**config.mk**
```make
export PLATFORM = sky130hd
export DESIGN_NAME = punt_cycle_sequencer
export DESIGN_NICKNAME = d
export VERILOG_FILES = /design/src/rtl/punt_cycle_sequencer.sv
export SDC_FILE = /design/constraint.sdc
export NUM_CORES = 1
export LEC_CHECK = 0
export ABC_AREA = 1
export BUFFER_PORTS_ARGS = -buffer_cell sky130_fd_sc_hd__buf_4
export CORE_MARGIN = 3
export CORE_UTILIZATION = 54
export DETAILED_ROUTE_END_ITERATION = 7
export PLACE_DENSITY_LB_ADDON = 0.15
export SETUP_SLACK_MARGIN = 0.2
export SYNTH_ARGS = -nofsm -noshare
export SYNTH_HDL_FRONTEND = slang
export SYNTH_SLANG_ARGS = --single-unit
```
**constraint.sdc**
```tcl
create_clock -name CLKCPU_A -period 3.03 [get_ports CLKCPU_A]
set_clock_uncertainty 0.15 [all_clocks]
set_input_delay 0.1515 -clock CLKCPU_A [delete_from_list [all_inputs] [get_ports CLKCPU_A]]
set_output_delay 0.1515 -clock CLKCPU_A [all_outputs]
set_load 0.02 [all_outputs]
```
**src/rtl/punt_cycle_sequencer.sv**
```systemverilog
// rtl/punt_cycle_sequencer.sv - punted CPU cycle sequencer handing service to the STM32 and returning an 8-bit DSACK
module punt_cycle_sequencer #(
  parameter int TIMEOUT_CYCLES = 200
) (
  input  logic       CLKCPU_A,
  input  logic       RESET_N,
  input  logic       AS20,
  input  logic       DS20,
  input  logic       PUNT_IN,
  input  logic       ENABLE,
  input  logic [3:0] HIT,
  input  logic       MCU_RDY,
  output logic [3:0] INT_REQ,
  output logic [1:0] DSACK,
  output logic       DSACK_OE,
  output logic       PUNT_DRV,
  output logic       BUSY,
  output logic       TIMEOUT
);

  typedef enum logic [1:0] {
    IDLE    = 2'd0,
    WAIT    = 2'd1,
    ACK     = 2'd2,
    RELEASE = 2'd3
  } state_t;

  localparam logic [7:0] LAST_COUNT = 8'(TIMEOUT_CYCLES - 1);

  state_t     state;
  state_t     state_nxt;
  logic [7:0] count;
  logic [1:0] grant;
  logic [1:0] hit_index;
  logic       rdy_sync1;
  logic       rdy_sync2;
  logic       rdy_hist;
  logic       rdy_edge;
  logic       start;

  assign rdy_edge = rdy_sync2 & ~rdy_hist;
  assign PUNT_DRV = PUNT_IN & ENABLE & (HIT != 4'b0000);
  assign BUSY     = (state != IDLE);

  always_comb begin
    hit_index = 2'd3;
    if (HIT[0])      hit_index = 2'd0;
    else if (HIT[1]) hit_index = 2'd1;
    else if (HIT[2]) hit_index = 2'd2;
  end

  always_ff @(posedge CLKCPU_A) begin
    if (!RESET_N) begin
      state     <= IDLE;
      count     <= 8'd0;
      grant     <= 2'd0;
      rdy_sync1 <= 1'b0;
      rdy_sync2 <= 1'b0;
      rdy_hist  <= 1'b0;
    end else begin
      state     <= state_nxt;
      rdy_sync1 <= MCU_RDY;
      rdy_sync2 <= rdy_sync1;
      rdy_hist  <= rdy_sync2;
      if (start) begin
        count <= 8'd0;
        grant <= hit_index;
      end else if (state == WAIT && count != 8'hFF) begin
        count <= count + 8'd1;
      end
    end
  end

  // Abort outranks a ready edge, and a ready edge outranks the timeout.
  always_comb begin
    state_nxt = state;
    start     = 1'b0;
    TIMEOUT   = 1'b0;
    INT_REQ   = 4'b0000;
    DSACK     = 2'b11;
    DSACK_OE  = 1'b0;
    case (state)
      IDLE: begin
        if (!AS20 && !DS20 && PUNT_IN && ENABLE && (HIT != 4'b0000)) begin
          start     = 1'b1;
          state_nxt = WAIT;
        end
      end
      WAIT: begin
        INT_REQ  = 4'b0001 << grant;
        DSACK_OE = 1'b1;
        if (AS20) begin
          state_nxt = IDLE;
        end else if (rdy_edge) begin
          state_nxt = ACK;
        end else if (count == LAST_COUNT) begin
          TIMEOUT   = 1'b1;
          state_nxt = ACK;
        end
      end
      ACK: begin
        DSACK    = 2'b10;
        DSACK_OE = 1'b1;
        if (AS20) state_nxt = RELEASE;
      end
      RELEASE: begin
        DSACK_OE  = 1'b1;
        state_nxt = IDLE;
      end
      default: state_nxt = IDLE;
    endcase
  end

endmodule
```
* Yosys cells after proc, flatten, opt, wreduce, memory -nomap -nowiden
Cells that the tools add are included.
Word-level totals: register bits after elaboration 15, input port bits 11, output and inout bits 10, word-level logic and storage cells 52
Operators by class: add/sub/neg operators 1, eq/ne operators 8, shifts and indexed selects 1, multiplexer cells 18, bitwise gates (word level) 5, reduce and logical (&&, ||, !) cells 13
Operators with widths (count):
- 2-bit 2-to-1 mux | 7
- 1-bit 2-to-1 mux | 9
- 8-bit by 1-bit adder with 8-bit output, second input constant | 1
- 8-bit equality test, second input constant | 1
- 8-bit != test, second input constant | 1
- 2-bit one-hot mux with 4 select lines | 1
- 1-bit logical AND | 5
- 2-bit equality test, second input constant | 2
- 4-bit 2-to-1 mux | 1
- 2-bit != test, second input constant | 2
- 4-bit by 3-bit != test with 1-bit output, second input constant | 1
- 4-bit nonzero test | 1
- 1-bit by 2-bit << shifter with 4-bit output, first input constant | 1
- 1-bit bitwise AND | 3
- 3-bit AND reduction | 1
- 3-bit OR reduction | 1
- 2-bit by 1-bit equality test with 1-bit output, second input constant | 1
- 1-bit logical NOT | 2
- 2-bit logical NOT | 1
- 1-bit inverter | 2
- 2-bit nonzero test | 1
- 2-bit OR reduction | 1

* Depth between registers and ports, before layout
Gate-level depths: netlist (run 1).
word-level depth 8, depth in mapped cells 8, mapped depth without buffers 8

* Worst setup path before layout (run 1)
OpenSTA, ideal clock, no wires.
kind register to output, from register count[0], to output port TIMEOUT, data arrival time 1192 ps, required time 2728 ps, path slack 1537 ps, stages on the path, launching flop included 6, path buffers 0, cells stage by stage dfxtp_1 ha_1 inv_1 nor2_1 nand2_1 nor3_1
Between the ends: cells in the longest elaborated chain, start to end 5
RTL lines:
- from (decl) | line 32 | logic [7:0] count;
- from (signal assigned) | line 69 | count <= count + 8'd1;
- 8-bit equality test | line 96 | end else if (count == LAST_COUNT) begin
- 1-bit 2-to-1 mux | line 96
- 1-bit 2-to-1 mux | line 94 | end else if (rdy_edge) begin
- 1-bit 2-to-1 mux | line 92 | if (AS20) begin
- 1-bit 2-to-1 mux | line 82 | case (state)
- to (decl) | line 18 | output logic TIMEOUT
Every way passes these cells.

* Worst setup path in the final report (run 1)
Ends and elaborated chain as after synthesis.

==> results.md, run 1 <==
* M3 GR Usage at 5.078%
* Async SR Flop Fraction at 0%
* Power density cells at 369.5 nW/µm²
* FF+latch area at 300.3 µm²
* Fin. max-slew vios at 0
* Area occupied by multi-input gates at 466.7 µm²
* Mux contribution to synthesized area at 0%
* Max cap viols at 0
* Final min period at 1.747 ns
* CTS Buf Count at 3
* Status: finished clean
* Routed Antenna Nets at 0
* Top post-synthesis cells by count: nand2_1 (37), inv_1 (21), dfxtp_1 (15)
* Placer Congestion at 0.7869
* Setup TNS at 0 ns
* Port buffer count at 19
* Yosys top cell by area: dfxtp_1
* Xor/xnor cell area share of the yosys netlist at 0.9972%
* Initial detailed-routing violation count at 40
* Die area at 2146 µm²
* Worst-skew pair later-pin latency at 0.29 ns
* DR vias at 917
* Overall power at 398.0 µW
* Via count of the first global-routing pass at 770
* Fmax at 572.3 MHz
* CTS resizes at 0
* Top FF cell, synth: dfxtp_1
* Yosys reg bits at 15
* GR met1 Demand/Resource at 24.64%
* Critical Path Sink Type: primary output
* Fin crit share at 57.67%
* Die width at 46.33 µm
* Worst-path fanout max at 3
* Clk sink count at 15
* Syn_area_per_cell at 6.506 µm²
* Maximum vdd ir drop at 0.3297 mV
* Diodes inserted at 0
* Max clock buf depth at 2
* CP startpoint kind: register
* # DRC at 0
* Fill cell count at 118
* Dpl hpwl at 1437 µm
* CTS tree: built
* # rows at 13
* Setup slack at placement at 1.550 ns
* Synth Area in Simple Gates at 41.60%
* WHS at 0.004542 ns
* Worst Hold Depth at 4
* Gr busiest metal: met2
* H-Tree Depth at 1
* Synth top area share at 34.19%
* Area Overhead vs Synth at 22.65%
* Largest family of logic cells by synthesized area: simple AND/OR/NAND/NOR gates
* Mapped cell area at 878.3 µm²
* Pre-antenna DRT Iters at 4
* Average wire per standard cell at 10.90 µm
* Setup Viol. Count Final at 0
* Share of layout cells above drive strength 1 at 22.15%
* Initial antenna violation count at 0
* Via density at 5.301
* Mapped Nets at 147
* First-pass GRT wire length at 3160 µm
* Kind of critical path: reg2out
* Core area at 1415 µm²
* # IOs at 21
* GRT overflow at 0
* Register area share after synthesis at 34.19%
* Unrepaired setup endpoints after global routing: no
* Post-synth cell types at 24
* Synth warn at 0
* Post-Synth Adder-Cell Area at 1.425%
* Clock slew at reported path FFs at 0.10 ns
* Fin nets at 171
* Post-CTS Setup Repair Bufs at 0
* Die H at 46.33 µm
* Compound-gate portion of the synthesized area at 8.689%
* CTS root buf: clkbuf_4
* Final wirelength at 1886 µm
* Gr usage total at 20.35%
* Final hold vios at 0
* Gate Count Post-Synth at 135
* R2r worst-path depth at 8
* Largest cells by area after synthesis: dfxtp_1 (34%), nand2_1 (16%), inv_1 (9.0%)
* Starting Density at 62.07%
* Most frequent cell after synthesis: nand2_1
* PnR worst setup slack at 1.283 ns
* Worst Path Arrival at 1.45 ns
* Routing usage on met2 at 35.16%
* Largest net degree at the start of global routing at 11
* LEAKAGE at 0.0004991 µW
* Number of synthesized flops with an enable pin at 0
* Data required, critical path at 2.73 ns
* Hold Crit Class: in2reg
[stage by stage]
stage | std cells | util [%] | cell area (µm²)
detailed placement | 166 | 72.15 | 1021
global route | 173 | 76.13 | 1077
global placement | 166 | 72.15 | 1021
floorplan | 135 | - | 878.3
CTS | 173 | 76.13 | 1077
finish | 173 | 76.13 | 1077
[routing by layer]
layer / part of all wire (%) / vias up
li1: - / 462
met1: 41 / 421
met2: 51 / 27
met3: 5.8 / 7
met4: 1.6 / 0
met5: 0 / -
[worst max-delay path, cell delays in order, from the launching register on]
cell     delay, ns
dfxtp_1       0.36
ha_1          0.23
inv_1         0.06
nor2_1        0.11
nand2_1       0.08
nor3_1        0.15
buf_4         0.17
[layout by cell type (no fill, tap or decap), types with 2 or more instances in the layout]
| cell type | count |
|---|---|
| a21oi_1 | 10 |
| buf_4 | 19 |
| clkbuf_4 | 3 |
| dfxtp_1 | 15 |
| dlygate4sd3_1 | 3 |
| inv_1 | 21 |
| inv_2 | 2 |
| nand2_1 | 37 |
| nand2_2 | 2 |
| nand3_1 | 12 |
| nor2_1 | 11 |
| nor2_2 | 4 |
| nor3_1 | 6 |
[final cells by class]
cell class	instances	share of cell area, %
sequential	15	27.87
tap	15	1.742
inverter	24	8.595
multi-input combinational	93	43.32
clock buffer	4	2.439
timing repair buffer	22	16.03
[cell families after synthesis]
group	count (synthesis)
AO/OA/AOI/OAI	13
XOR/XNOR	1
adder cells (fa/ha/maj)	1
buffers and inverters	27
flip-flops	15
other	1
AND/OR/NAND/NOR	77
[sequential cells by signal (all words and copies together), names as in the netlist, named ones only]
signal,cells
count,8
grant,2
rdy_hist,1
rdy_sync1,1
rdy_sync2,1
state,1
[final timing paths]
kind                  start         to  slack, ns
setup / recovery   count[0]    TIMEOUT       1.28
hold / removal       HIT[0]   grant[0]      0.005
setup reg to reg   count[0]   count[4]       1.50
hold reg to reg   rdy_sync1  rdy_sync2       0.28
[timing repair]
item | CTS | global route
setup endpoints to repair | 0 | 0
endpoints found under the hold margin | 3 | 0
hold buffers | 3 | 0
[power breakdown]
group,internal [µW],switching (µW),leakage [µW]
combinational,30.2,44.1,0.000362
clock,51.1,65.7,0.0000150
sequential,202,4.70,0.000122
total,284,114,0.000499
Power figures use the tool's default switching activity.
==> run 2, diff against run 1 <==
Settings changed: CORE_UTILIZATION 54 to 51.
Clock period 3.03 ns to 1.8 ns, I/O delays scaled along.
==> results.md, run 2 (synthesis gave the netlist of run 1 again) <==
* DP Cell Count at 167 (+0.60%)
* FF-to-FF Start: count[0]
* Clock slew at reported path FFs at 0.08 ns (-0.02 ns)
* First-pass GRT wire length at 2960 µm (-6.3%)
* Final cell count without fillers at 181 (+4.6%)
* Core area at 1559 µm² (+10%)
* Final hold vios at 0 (unchanged)
* Crit path max-delay cell type: dfxtp_2
* Pre-antenna DRT Iters at 5 (+1)
* Via count of the first global-routing pass at 742 (-3.6%)
* Dpl hpwl at 1437 µm (about the same)
* FF+latch area at 306.5 µm² (+2.1%)
* Largest register FFs at 8 (unchanged)
* Critical path's largest stage delay at 0.37 ns (about the same)
* WP buf/inv at 1 (-1)
* Cell-by-cell trace of the critical path: nand2_1 -> nor2_1 -> nand2_2 -> nor3_2 -> buf_4
* Hold Path Origin: DS20
* Commonest non-fill, non-tap cell in the layout: nand2_1
* Fin nets at 178 (+4.1%)
* GRT overflow at 0 (unchanged)
* PnR worst setup slack at 0.2202 ns (-1.062 ns)
* Gr usage total at 18.27% (-2.1 points)
* # IOs at 21 (unchanged)
* Placer Congestion at 0.8601 (+9.3%)
* Setup Viol. Count Final at 0 (unchanged)
* CTS Buf Count at 3 (unchanged)
* Via density at 5.298 (about the same)
* Reg power frac at 51.6% (-0.4 points)
* Maximum vdd ir drop at 0.5547 mV (+68%)
* CTS root buf: clkbuf_4
* Largest registers: count x8, grant x2
* Max clock buf depth at 2 (unchanged)
* Met3 wire len at 146 µm (+34%)
* Worst-skew pair later-pin latency at 0.28 ns (about the same)
* Clock power frac at 28.1% (-1.2 points)
* Hold Crit Class: in2reg
* Fin crit share at 87.77%
* Starting Density at 56.34% (-5.7 points)
* Initial antenna violation count at 0 (unchanged)
* Unrepaired setup endpoints after global routing: yes
* Die area at 2256 µm² (+5.1%)
* Psw at 190.1 µW (+66%)
* Setup TNS at 0 ns (unchanged)
* Crit. Startpoint: count[6]
* DR vias at 959 (+4.6%)
* Port buffer count at 19 (unchanged)
* Commonest non-fill, non-tap cells in the layout: nand2_1 (35), buf_4 (22), inv_1 (18)
* Routed Antenna Nets at 0 (unchanged)
* Fin. max-slew vios at 0 (unchanged)
* Biggest register: count
* Die H at 47.50 µm (+2.5%)
* Sw Share at 28.06% (-0.70 points)
* Fill cell count at 118 (unchanged)
* Clk sink count at 15 (unchanged)
* CP startpoint kind: register
* Diodes inserted at 0 (unchanged)
* Setup slack at placement at 0.3231 ns (-1.227 ns)
* Largest net degree at the start of global routing at 11 (unchanged)
* Average wire per standard cell at 11.35 µm (+4.1%)
* LEAKAGE at 0.0005360 µW (+7.4%)
* Worst path top cell family by delay: simple AND/OR/NAND/NOR gates
* H-Tree Depth at 1 (unchanged)
* Final wirelength at 2055 µm (+9.0%)
* Die width at 47.50 µm (+2.5%)
* Final min period at 1.580 ns
* Initial detailed-routing violation count at 34 (-15%)
* Worst-path fanout max at 4 (+1)
* Data required, critical path at 1.56 ns (-1.17 ns)
* Area Overhead vs Synth at 33.48%
* Fmax at 633.0 MHz
* Kind of critical path: reg2out
* Critical Path Sink Type: primary output
* Power density cells at 578.1 nW/µm² (+56%)
* Highest metal used: met4
* Share of layout cells above drive strength 1 at 30.91% (+8.8 points)
* Max cap viols at 0 (unchanged)
* # rows at 14 (+1)
* Status: finished clean
* Worst Path Arrival at 1.34 ns (-0.11 ns)
* Internal at 487.5 µW (+72%)
* Comb pwr share at 20.3% (+1.7 points)
* CTS tree: built
* Metal1 wirelength at 853 µm (+9.6%)
* WL met2 at 1018 µm (+5.2%)
* # DRC at 0 (unchanged)
* Area occupied by multi-input gates at 491.7 µm² (+5.4%)
run 2: changes by cell type in the layout (fill, tap and decap cells not counted), sizes merged:
cell and delta:
dlygate4sd3 +4, buf +3
run 2: worst min-delay path, stage by stage:
cell and delay [ns]:
buf_4 0.08, nor2_1 0.05, nand3_1 0.08, nand2_1 0.07, nand3_1 0.07, nor2_1 0.04
run 2: what timing repair did:
action,in CTS,in global routing
setup buffers,1,2
setup endpoints to repair,1,9
hold buffers,7,0
pin swaps,1,5
resized for setup,2,12
hold endpoints to repair,7,0
run 2: stage by stage:
stage | area [µm²] | util (%) | hold slack, ns | total power, µW
6_report | 1172 | 75.20 | 0.08342 | 677.7
3_5_place_dp | 1022 | 65.57 | 0.1490 | 475.3
4_1_cts | 1130 | 72.47 | 0.09207 | 670.9
2_1_floorplan | 878.3 | - | 0.03763 | 434.8
5_1_grt | 1172 | 75.20 | 0.1220 | 715.0
3_3_place_gp | 1022 | 65.57 | 0.1232 | 471.3
run 2: layer usage:
metal / GRT usage, % / up-vias
met5: 0 / -
met4: 7.735 / 0
met3: 4.511 / 7
met2: 30.48 / 40
met1: 22.17 / 432
li1: - / 480
run 2: cell type report:
type,count,area share (%)
Multi-Input combinational cell,93,41.94
Sequential cell,15,26.15
Timing Repair Buffer,29,20.06
Inverter,24,7.898
Clock buffer,4,2.241
Tap cell,16,1.708
run 2: worst paths after layout:
check,depth (start not counted),endpoint,slack [ns]
hold reg to reg,2,rdy_sync2,0.27
setup reg to reg,7,count[6],0.24
setup / recovery,5,TIMEOUT,0.22
hold / removal,6,state[0],0.08
run 2: power by group through the flow:
stage | clock network, µW | logic, µW | registers [µW]
after floorplan | 0 | 80.0 | 355
after global placement | 0 | 116 | 356
after detailed placement | 0 | 119 | 356
after CTS | 191 | 132 | 348
after global routing | 213 | 151 | 351
final | 190 | 138 | 350
